## src/rtl/lc3_memaccess_stage.sv

```systemverilog
// lc3_memaccess_stage: sequential MemAccess stage of the LC3 pipeline.
//
// Accepts one load/store request at a time from the Execute/controller side and
// runs the data-memory access sequence against a variable-latency memory. For
// LDI/STI it first reads a pointer, then performs the real access at the
// pointer's address. Load data is returned on memout.
//
// Optional feature: define MEMACCESS_TIMEOUT_EN to abort an access after
// TIMEOUT_CYCLES consecutive un-acked request cycles (reported via mem_err).
// Without it the stage waits indefinitely and mem_err is tied low.
//
// Ports:
//   clock, reset      - clock (rising edge), asynchronous active-low reset
//   mem_req           - request strobe, sampled only in IDLE
//   mem_we            - 1 = store, 0 = load
//   m_control         - 1 = indirect (LDI/STI), 0 = direct
//   m_addr, m_data    - effective/pointer address, store data
//   dmem_req/rd       - memory request (held until ack), 1 = read / 0 = write
//   dmem_addr/din     - memory address and write data
//   dmem_ack/dout     - memory completion and read data (same cycle)
//   mem_state         - 00 = pointer read, 01 = read, 10 = write, 11 = idle
//   memout            - last load result
//   mem_busy          - high in every non-IDLE state (upstream stall)
//   mem_done          - one-cycle completion pulse
//   mem_err           - qualifies mem_done: 1 = aborted access
module lc3_memaccess_stage #(
  parameter int unsigned TIMEOUT_CYCLES = 16
) (
  input  logic        clock,
  input  logic        reset,
  input  logic        mem_req,
  input  logic        mem_we,
  input  logic        m_control,
  input  logic [15:0] m_addr,
  input  logic [15:0] m_data,
  output logic        dmem_req,
  output logic        dmem_rd,
  output logic [15:0] dmem_addr,
  output logic [15:0] dmem_din,
  input  logic        dmem_ack,
  input  logic [15:0] dmem_dout,
  output logic [1:0]  mem_state,
  output logic [15:0] memout,
  output logic        mem_busy,
  output logic        mem_done,
  output logic        mem_err
);

  // Encodings match the externally visible mem_state values.
  typedef enum logic [1:0] {
    StInd  = 2'b00,
    StRd   = 2'b01,
    StWr   = 2'b10,
    StIdle = 2'b11
  } state_e;

  state_e      state_q, state_d;
  logic [15:0] addr_q, addr_d;
  logic [15:0] data_q, data_d;
  logic        we_q, we_d;
  logic [15:0] memout_q, memout_d;
  logic        done_q, done_d;
  logic        err_q, err_d;
  logic        req_q, rd_q;

`ifdef MEMACCESS_TIMEOUT_EN
  logic [7:0] wait_q, wait_d;
  logic       timeout;
`endif

  always_comb begin
    state_d  = state_q;
    addr_d   = addr_q;
    data_d   = data_q;
    we_d     = we_q;
    memout_d = memout_q;
    done_d   = 1'b0;
    err_d    = 1'b0;

    unique case (state_q)
      StIdle: begin
        if (mem_req) begin
          addr_d = m_addr;
          data_d = m_data;
          we_d   = mem_we;
          if (m_control)   state_d = StInd;
          else if (mem_we) state_d = StWr;
          else             state_d = StRd;
        end
      end
      StInd: begin
        // Pointer fetched: it becomes the address of the real access.
        if (dmem_ack) begin
          addr_d  = dmem_dout;
          state_d = we_q ? StWr : StRd;
        end
      end
      StRd: begin
        if (dmem_ack) begin
          memout_d = dmem_dout;
          done_d   = 1'b1;
          state_d  = StIdle;
        end
      end
      StWr: begin
        if (dmem_ack) begin
          done_d  = 1'b1;
          state_d = StIdle;
        end
      end
      default: state_d = StIdle;
    endcase

`ifdef MEMACCESS_TIMEOUT_EN
    // An ack in the limit cycle takes precedence, so timeout requires !dmem_ack.
    timeout = (state_q != StIdle) && !dmem_ack &&
              (wait_q == 8'(TIMEOUT_CYCLES - 1));
    if (timeout) begin
      state_d = StIdle;
      done_d  = 1'b1;
      err_d   = 1'b1;
    end
    if ((state_d != state_q) || dmem_ack) wait_d = 8'd0;
    else if (state_q != StIdle)           wait_d = wait_q + 8'd1;
    else                                  wait_d = wait_q;
`endif
  end

  always_ff @(posedge clock or negedge reset) begin
    if (!reset) begin
      state_q  <= StIdle;
      addr_q   <= 16'h0000;
      data_q   <= 16'h0000;
      we_q     <= 1'b0;
      memout_q <= 16'h0000;
      done_q   <= 1'b0;
      err_q    <= 1'b0;
      req_q    <= 1'b0;
      rd_q     <= 1'b1;
    end else begin
      state_q  <= state_d;
      addr_q   <= addr_d;
      data_q   <= data_d;
      we_q     <= we_d;
      memout_q <= memout_d;
      done_q   <= done_d;
      err_q    <= err_d;
      // Request/direction registered from next state so they stay glitch-free
      // and remain high across the IND -> RD/WR transition.
      req_q    <= (state_d != StIdle);
      rd_q     <= (state_d != StWr);
    end
  end

`ifdef MEMACCESS_TIMEOUT_EN
  always_ff @(posedge clock or negedge reset) begin
    if (!reset) wait_q <= 8'd0;
    else        wait_q <= wait_d;
  end
`endif

  assign dmem_req  = req_q;
  assign dmem_rd   = rd_q;
  assign dmem_addr = addr_q;
  assign dmem_din  = data_q;
  assign mem_state = state_q;
  assign memout    = memout_q;
  assign mem_busy  = (state_q != StIdle);
  assign mem_done  = done_q;
`ifdef MEMACCESS_TIMEOUT_EN
  assign mem_err   = err_q;
`else
  assign mem_err   = 1'b0;
`endif

endmodule

```

## config.mk

```make
export PLATFORM = sky130hd
export DESIGN_NAME = lc3_memaccess_stage
export DESIGN_NICKNAME = d
export VERILOG_FILES = /design/src/rtl/lc3_memaccess_stage.sv
export SDC_FILE = /design/constraint.sdc
export NUM_CORES = 1
export LEC_CHECK = 0
export BUFFER_PORTS_ARGS = -buffer_cell sky130_fd_sc_hd__buf_4
export CAP_MARGIN = 20
export CORE_ASPECT_RATIO = 0.9
export CORE_MARGIN = 4
export CORE_UTILIZATION = 49
export CTS_BUF_LIST = sky130_fd_sc_hd__clkbuf_16
export DETAILED_ROUTE_END_ITERATION = 8
export MAX_ROUTING_LAYER = met4
export PLACE_DENSITY_LB_ADDON = 0.25
export SLEW_MARGIN = 20
export SYNTH_ARGS = -nofsm -noshare
export SYNTH_HDL_FRONTEND = slang
export SYNTH_SLANG_ARGS = --single-unit
```

## constraint.sdc

```tcl
create_clock -name clock -period 4.35 [get_ports clock]
set_input_delay 0.435 -clock clock [delete_from_list [all_inputs] [get_ports clock]]
set_output_delay 0.435 -clock clock [all_outputs]
set_load 0.005 [all_outputs]
```

==> metrics.md, run 1 <==
| Metric | Value |
|---|---|
| Status | `finished clean` |
| WP data required | `4.55 ns` |
| Pwr dens | `726 nW/um^2` |
| Core area | `4490 sq um` |
| Die area | `5860 sq um` |
| Reg-to-reg startpoint | `mem_state[1]$_DFF_PN1_` |
| H-tree depth | `2` |
| Final Max Slew Viols | `0` |
| Die Wd | `80.3 microns` |
| Critical Path AT | `2.48 ns` |
| Final WL | `5170 microns` |
| Number of gates resized after CTS | `0` |
| Hold Crit Class | `in -> async` |
| # DRC | `0` |
| Dominant cell type by area after synthesis | `dfrtp_1` |
| Yosys cell types | `22` |
| Yosys warnings | `0` |
| Fmax | `0.439 GHz` |
| Final TNS setup | `0 ns` |
| Post-CTS Hold Buffers | `0` |
| Boundary pin count | `109` |
| Worst clock skew | `0.00256 ns` |
| Syn nets | `228` |
| Most frequent cells in the layout | `buf_4 (107), dfrtp_1 (51), mux2_2 (33)` |
| Area Overhead vs Synth | `40.8%` |
| Final min period | `2.28 ns` |
| Syn Inst Count | `170` |
| Routed wl met3 | `337 microns` |
| Setup crit end kind | `flop` |
| Via Count | `1,657` |
| CTS tree | `yes` |
| Setup ws final | `2.07 ns` |
| Post-synth top area share | `55.4%` |
| Pleak | `1.57 nW` |
| Routed vias/inst | `4.90` |
| Metal2 WL | `2530 microns` |
| Die Height | `73.0 microns` |
| Slew headroom | `50.8%` |
| Register area share after synthesis | `58.9%` |
| Ant. Diodes | `0` |
| Finished Layout Cells | `338` |
| Row cnt | `23` |
| Final setup viols | `0` |
| Layout cells sized above 1 | `55.1%` |
| Met1 wire length | `2240 microns` |
| Fillers | `355` |
| Worst R2R Path Depth | `6` |
| Final HPWL from detailed placement | `3850 microns` |
| Initial core utilization | `51.3%` |
| PortBufs | `107` |
| Avg WL per Cell | `15.3 microns` |
| Worst setup SP type | `flop` |
| Antenna violations before repair | `0` |
| Mean Syn Cell Area | `13.5 sq um` |
| Worst-path clk slew | `0.06 ns` |
| GPL Wtd Cong | `0.799` |
| Root Buffer | `clkbuf_16` |
| Detailed-router iteration count before antenna repair | `4` |
| CTS max path bufs | `2` |
| CP Class | `reg -> reg` |
| Worst vdd ir | `0.352 mV` |
| Reg2reg setup slack | `2.07 ns` |
| Cell area after synthesis | `2300 sq um` |
| Worst-path fanout max | `32` |
| First-pass GRT wire length | `8210 microns` |
| Fin crit share | `52.4%` |
| Setup repair bufs after CTS | `0` |
| Global route overflow | `0` |
| FF-to-FF End | `dmem_addr[13]$_DFFE_PN0P_` |
| Synth top area cells | `dfrtp_1 (55%), mux2_2 (16%), mux2i_1 (8.3%)` |
| Post-route antenna net violation count | `0` |
| Tot GR Track Use | `18.8%` |
| Most common cell after layout, fill and taps aside | `buf_4` |
| Clk_lat worst skew | `0.28 ns` |
| Max_cap viols | `0` |
| Fin nets | `334` |
| Min Hold Slack | `0.186 ns` |
| Yosys reg bits | `54` |
| RSZ-0062 raised after global routing | `no` |
| CTS Buf Count | `5` |
| Fin. Hold Viols | `0` |
| Slew @ Worst Pin | `0.737 ns` |
| Top Metal Used | `met4` |
| DP Cell Count | `331` |
| Vias in the first global route | `1,685` |
| Sink Count | `54` |
| Initial DRC Count | `66` |
| Post-Place Setup Slack | `1.68 ns` |
| Pin count of the biggest net entering global routing | `55` |
[cells in the mapped netlist, drive strengths merged]
master,count
o21bai,1
conb,1
and2,1
mux2i,19
nand2b,2
nor2,17
clkbuf,1
a21oi,18
dfstp,3
o22ai,2
a21boi,1
inv,4
dfrtp,51
buf,7
mux2,33
o2bb2ai,1
nand2,4
ha,4
[worst max-delay path: stages, from the launching register on]
cell,delay (ns)
dfstp_2,0.39
inv_1,0.10
ha_2,0.59
mux2i_1,0.22
a21oi_4,0.62
nor2_1,0.09
a21oi_1,0.17
[sequential cells by signal (all words and copies together) (netlist names)]
signal,flops
dmem_addr,16
dmem_din,16
memout,16
mem_state,2
dmem_rd,1
dmem_req,1
mem_done,1
we_q,1
[cell families after synthesis]
kind of cell | count (synthesis) | synth area share, %
simple gates | 24 | 4.46
other cells | 1 | 0.163
fa+ha+maj | 4 | 2.17
mux | 52 | 24.4
compound gates | 23 | 5.98
buf+inv | 12 | 3.97
flops | 54 | 58.9
[area by class of cell]
cell class	instances	area (sq um)	share of cell area, %
clock buffer	5	125	3.86
clock inverter	2	7.51	0.232
inverter	4	15.0	0.463
multi-input combinational	104	858	26.5
sequential	54	1360	41.8
tap	62	77.6	2.39
timing repair buffer	107	803	24.8
[worst max-delay path by stage]
| stage | endpoint | startpoint | slack, ns | depth (start not counted) |
|---|---|---|---|---|
| 2_1_floorplan | dmem_addr[10]$_DFFE_PN0P_ | mem_state[0]$_DFF_PN1_ | 2.79 | 6 |
| 3_3_place_gp | dmem_addr[14]$_DFFE_PN0P_ | mem_state[1]$_DFF_PN1_ | 1.82 | 5 |
| 3_5_place_dp | dmem_addr[13]$_DFFE_PN0P_ | mem_state[1]$_DFF_PN1_ | 1.68 | 5 |
| 4_1_cts | dmem_addr[13]$_DFFE_PN0P_ | mem_state[1]$_DFF_PN1_ | 1.63 | 6 |
| 5_1_grt | dmem_addr[13]$_DFFE_PN0P_ | mem_state[1]$_DFF_PN1_ | 1.83 | 6 |
| 6_report | dmem_addr[13]$_DFFE_PN0P_ | mem_state[1]$_DFF_PN1_ | 2.07 | 6 |
[per-layer routing]
layer  track usage, %  vias to the layer above
li1                 -                      795
met1             24.8                      796
met2             29.2                       60
met3             5.06                        6
met4             4.50                        0
met5                -                        -
[per-stage QoR]
stage / total power, mW / utilization [%] / cell area (sq um)
2_1_floorplan: 1.50 / - / 2300
3_3_place_gp: 1.96 / 69.2 / 3110
3_5_place_dp: 2.01 / 69.2 / 3110
4_1_cts: 2.38 / 72.2 / 3240
5_1_grt: 2.53 / 72.2 / 3240
6_report: 2.35 / 72.2 / 3240
[report_power, final]
part | internal [mW] | switching, mW
Combinational | 0.627 | 0.453
Clock | 0.206 | 0.162
Sequential | 0.769 | 0.137
Power figures use the tool's default switching activity.
==> inputs of run 2 (changes only) <==
- ABC_AREA: not set -> 1
- CORE_UTILIZATION: 49 -> 47
- clock period: 4.35 -> 2.3 ns (I/O delays scaled with it)
==> metrics.md, run 2 <==
| Metric | Value |
|---|---|
| Core area | `4950 sq um (+10%)` |
| Critical Path AT | `2.10 ns (-0.38 ns)` |
| Min Hold Slack | `-0.0198 ns (-0.206 ns)` |
| Slowest CP cell | `o21ai_4` |
| Slew headroom | `36.3% (-14 points)` |
| Post-CTS Hold Buffers | `0 (unchanged)` |
| Post-route antenna net violation count | `0 (unchanged)` |
| Final setup viols | `0 (unchanged)` |
| Detailed-router iteration count before antenna repair | `4 (unchanged)` |
| Global route overflow | `0 (unchanged)` |
| Yosys cell types | `18 (-18%)` |
| RSZ-0062 raised after global routing | `no` |
| Die Height | `76.8 microns (+5.2%)` |
| Largest stage delay, worst path | `0.73 ns (+0.11 ns)` |
| Yosys reg bits | `54 (unchanged)` |
| Fin. Hold Viols | `38 (+38)` |
| Max_cap viols | `0 (unchanged)` |
| Root Buffer | `clkbuf_16` |
| Largest delay share family, worst path | `compound AO/OA/AOI/OAI gates` |
| Boundary pin count | `109 (unchanged)` |
| Finished Layout Cells | `386 (+14%)` |
| Mean Syn Cell Area | `11.6 sq um (-14%)` |
| Worst-path fanout max | `32 (unchanged)` |
| CTS tree | `yes` |
| WP buf/inv | `2 (+1)` |
| Die Wd | `84.4 microns (+5.2%)` |
| Cell area after synthesis | `2470 sq um (+7.3%)` |
| Setup crit end kind | `flop` |
| Crit-path cells | `inv_1 > ha_1 > inv_4 > o21ai_4 > nand2_1 > o21ai_2` |
| Syn nets | `271 (+19%)` |
| Most frequent cells in the layout | `buf_4 (109), dfrtp_1 (51), nand2_1 (42)` |
| Slew @ Worst Pin | `0.951 ns (+0.214 ns)` |
| Final HPWL from detailed placement | `4340 microns (+13%)` |
| Ant. Diodes | `0 (unchanged)` |
| Yosys warnings | `0 (unchanged)` |
| Die area | `6480 sq um (+11%)` |
| Worst vdd ir | `0.710 mV (+100%)` |
| DP Cell Count | `378 (+14%)` |
| GPL Wtd Cong | `0.829 (+3.7%)` |
| Final min period | `1.90 ns (-0.380 ns)` |
| Fillers | `399 (+12%)` |
| Reg2reg setup slack | `0.40 ns (-1.67 ns)` |
| Most common cell in the netlist | `dfrtp_1` |
| Initial DRC Count | `96 (+45%)` |
| Number of gates resized after CTS | `0 (unchanged)` |
| CTS Buf Count | `5 (unchanged)` |
| Worst setup SP type | `flop` |
| Fmax | `0.527 GHz (+20%)` |
| Area Overhead vs Synth | `39.0%` |
| GRT Max-Usage Layer | `met2` |
| Final TNS setup | `0 ns (unchanged)` |
| Worst-path clk slew | `0.06 ns (about the same)` |
| Row cnt | `24 (+4.3%)` |
| Syn Inst Count | `213 (+25%)` |
| Setup repair bufs after CTS | `0 (unchanged)` |
| H-tree depth | `2 (unchanged)` |
| Main synth FF type | `dfrtp_1` |
| Worst R2R Path Depth | `6 (unchanged)` |
| Setup ws final | `0.403 ns (-1.67 ns)` |
| Layout cells sized above 1 | `57.3% (+2.2 points)` |
| CP Class | `reg -> reg` |
| Post-synth EDFFs | `0 (unchanged)` |
| # DRC | `0 (unchanged)` |
| Tot GR Track Use | `18.6% (-0.19 points)` |
| Worst clock skew | `0.00391 ns (+0.00135 ns)` |
| Via Count | `1,842 (+11%)` |
| Synth top area cells | `dfrtp_1 (52%), mux2_2 (9.6%), nand2_1 (6.4%)` |
| Grt met3 use | `3.97% (-1.1 points)` |
| Dominant cell type by area after synthesis | `dfrtp_1` |
| First-pass GRT wire length | `9450 microns (+15%)` |
| Fin nets | `378 (+13%)` |
| Failing checks | `negative hold slack` |
| Register area share after synthesis | `54.8% (-4.0 points)` |
| Vias in the first global route | `1,921 (+14%)` |
| PortBufs | `107 (unchanged)` |
| Sink Count | `54 (unchanged)` |
| Post-synth top cells | `dfrtp_1 (51), nand2_1 (42), mux2_2 (21)` |
| Final Max Slew Viols | `0 (unchanged)` |
| Critical path depth | `6 (unchanged)` |
| WP data required | `2.50 ns (-2.05 ns)` |
| Pwr dens | `1380 nW/um^2 (+91%)` |
| Final WL | `5630 microns (+9.0%)` |
| Routing usage on met2 | `32.8% (+3.6 points)` |
| Post-Place Setup Slack | `0.391 ns (-1.29 ns)` |
| Grt met1 use | `22.1% (-2.7 points)` |
| Pin count of the biggest net entering global routing | `55 (unchanged)` |
| CTS max path bufs | `2 (unchanged)` |
| Synth async-reset ratio | `100% (unchanged)` |
| Most common cell after layout, fill and taps aside | `buf_4` |
| Clk_lat worst skew | `0.28 ns (about the same)` |
| Routed vias/inst | `4.77 (-2.7%)` |
| Avg WL per Cell | `14.6 microns (-4.6%)` |
| Fin crit share | `82.5% (+30 points)` |
| Status | `finished with violations` |
| Antenna violations before repair | `0 (unchanged)` |
| FF/Latch Area | `1360 sq um (unchanged)` |
| Initial core utilization | `49.9% (-1.4 points)` |
| Area of the multi-input gates | `990 sq um (+15%)` |
| Pleak | `1.79 nW (+15%)` |
| Post-synth top area share | `51.6% (-3.8 points)` |
| Hold Crit Class | `in -> async` |
run 2: changes by cell type after synthesis, sizes merged, moves of 10 or more:
cell,delta
nor2,-13
a21oi,-18
mux2i,-19
or2,+15
nand2,+40
o21ai,+36
inv,+10
run 2: layer usage:
| layer | routed length [microns] | up-vias | part of all wire, % |
|---|---|---|---|
| li1 | - | 908 | - |
| met1 | 2380 | 875 | 42 |
| met2 | 2900 | 54 | 51 |
| met3 | 305 | 5 | 5.4 |
| met4 | 50 | 0 | 0.89 |
| met5 | 0 | - | 0 |
run 2: power by group:
part	switching, mW	total (mW)	internal [mW]
Sequential	0.274	1.73	1.46
Combinational	1.03	2.33	1.30
Clock	0.299	0.691	0.392
run 2: metrics by stage:
step | total power, mW | utilization (%) | hold slack (ns) | area [sq um]
final | 4.75 | 69.3 | -0.0198 | 3440
after global routing | 5.14 | 69.3 | 0.0453 | 3440
after CTS | 4.83 | 69.3 | 0.00689 | 3440
after detailed placement | 4.13 | 66.6 | 0.312 | 3300
after global placement | 4.04 | 66.6 | 0.311 | 3300
after floorplan | 3.09 | - | -0.0656 | 2470
run 2: cells by family (layout without fill, tap and decap cells):
logic type / Yosys count / in the layout / synth area share [%]
other cells: 1 / 1 / 0.152
fa+ha+maj: 4 / 4 / 2.03
buf+inv: 23 / 131 / 5.42
simple gates: 64 / 64 / 11.9
mux: 31 / 31 / 15.6
flops: 54 / 54 / 54.8
compound gates: 36 / 36 / 10.0
run 2: area by class of cell:
class                      count  share of cell area, %
inverter                      14                   1.60
clock inverter                 3                  0.328
tap                           65                   2.37
sequential                    54                   39.4
timing repair buffer         109                   23.8
clock buffer                   5                   3.64
multi-input combinational    136                   28.8
run 2: worst paths after layout:
path | startpoint | endpoint
worst max-delay path | mem_state[1]$_DFF_PN1_ | dmem_addr[13]$_DFFE_PN0P_
worst min-delay path | reset | dmem_din[3]$_DFFE_PN0P_
worst max register to register | mem_state[1]$_DFF_PN1_ | dmem_addr[13]$_DFFE_PN0P_
worst min register to register | dmem_addr[4]$_DFFE_PN0P_ | dmem_addr[4]$_DFFE_PN0P_
max in group asynchronous | reset | memout[0]$_DFFE_PN0P_
min in group clock | m_data[14] | dmem_din[14]$_DFFE_PN0P_
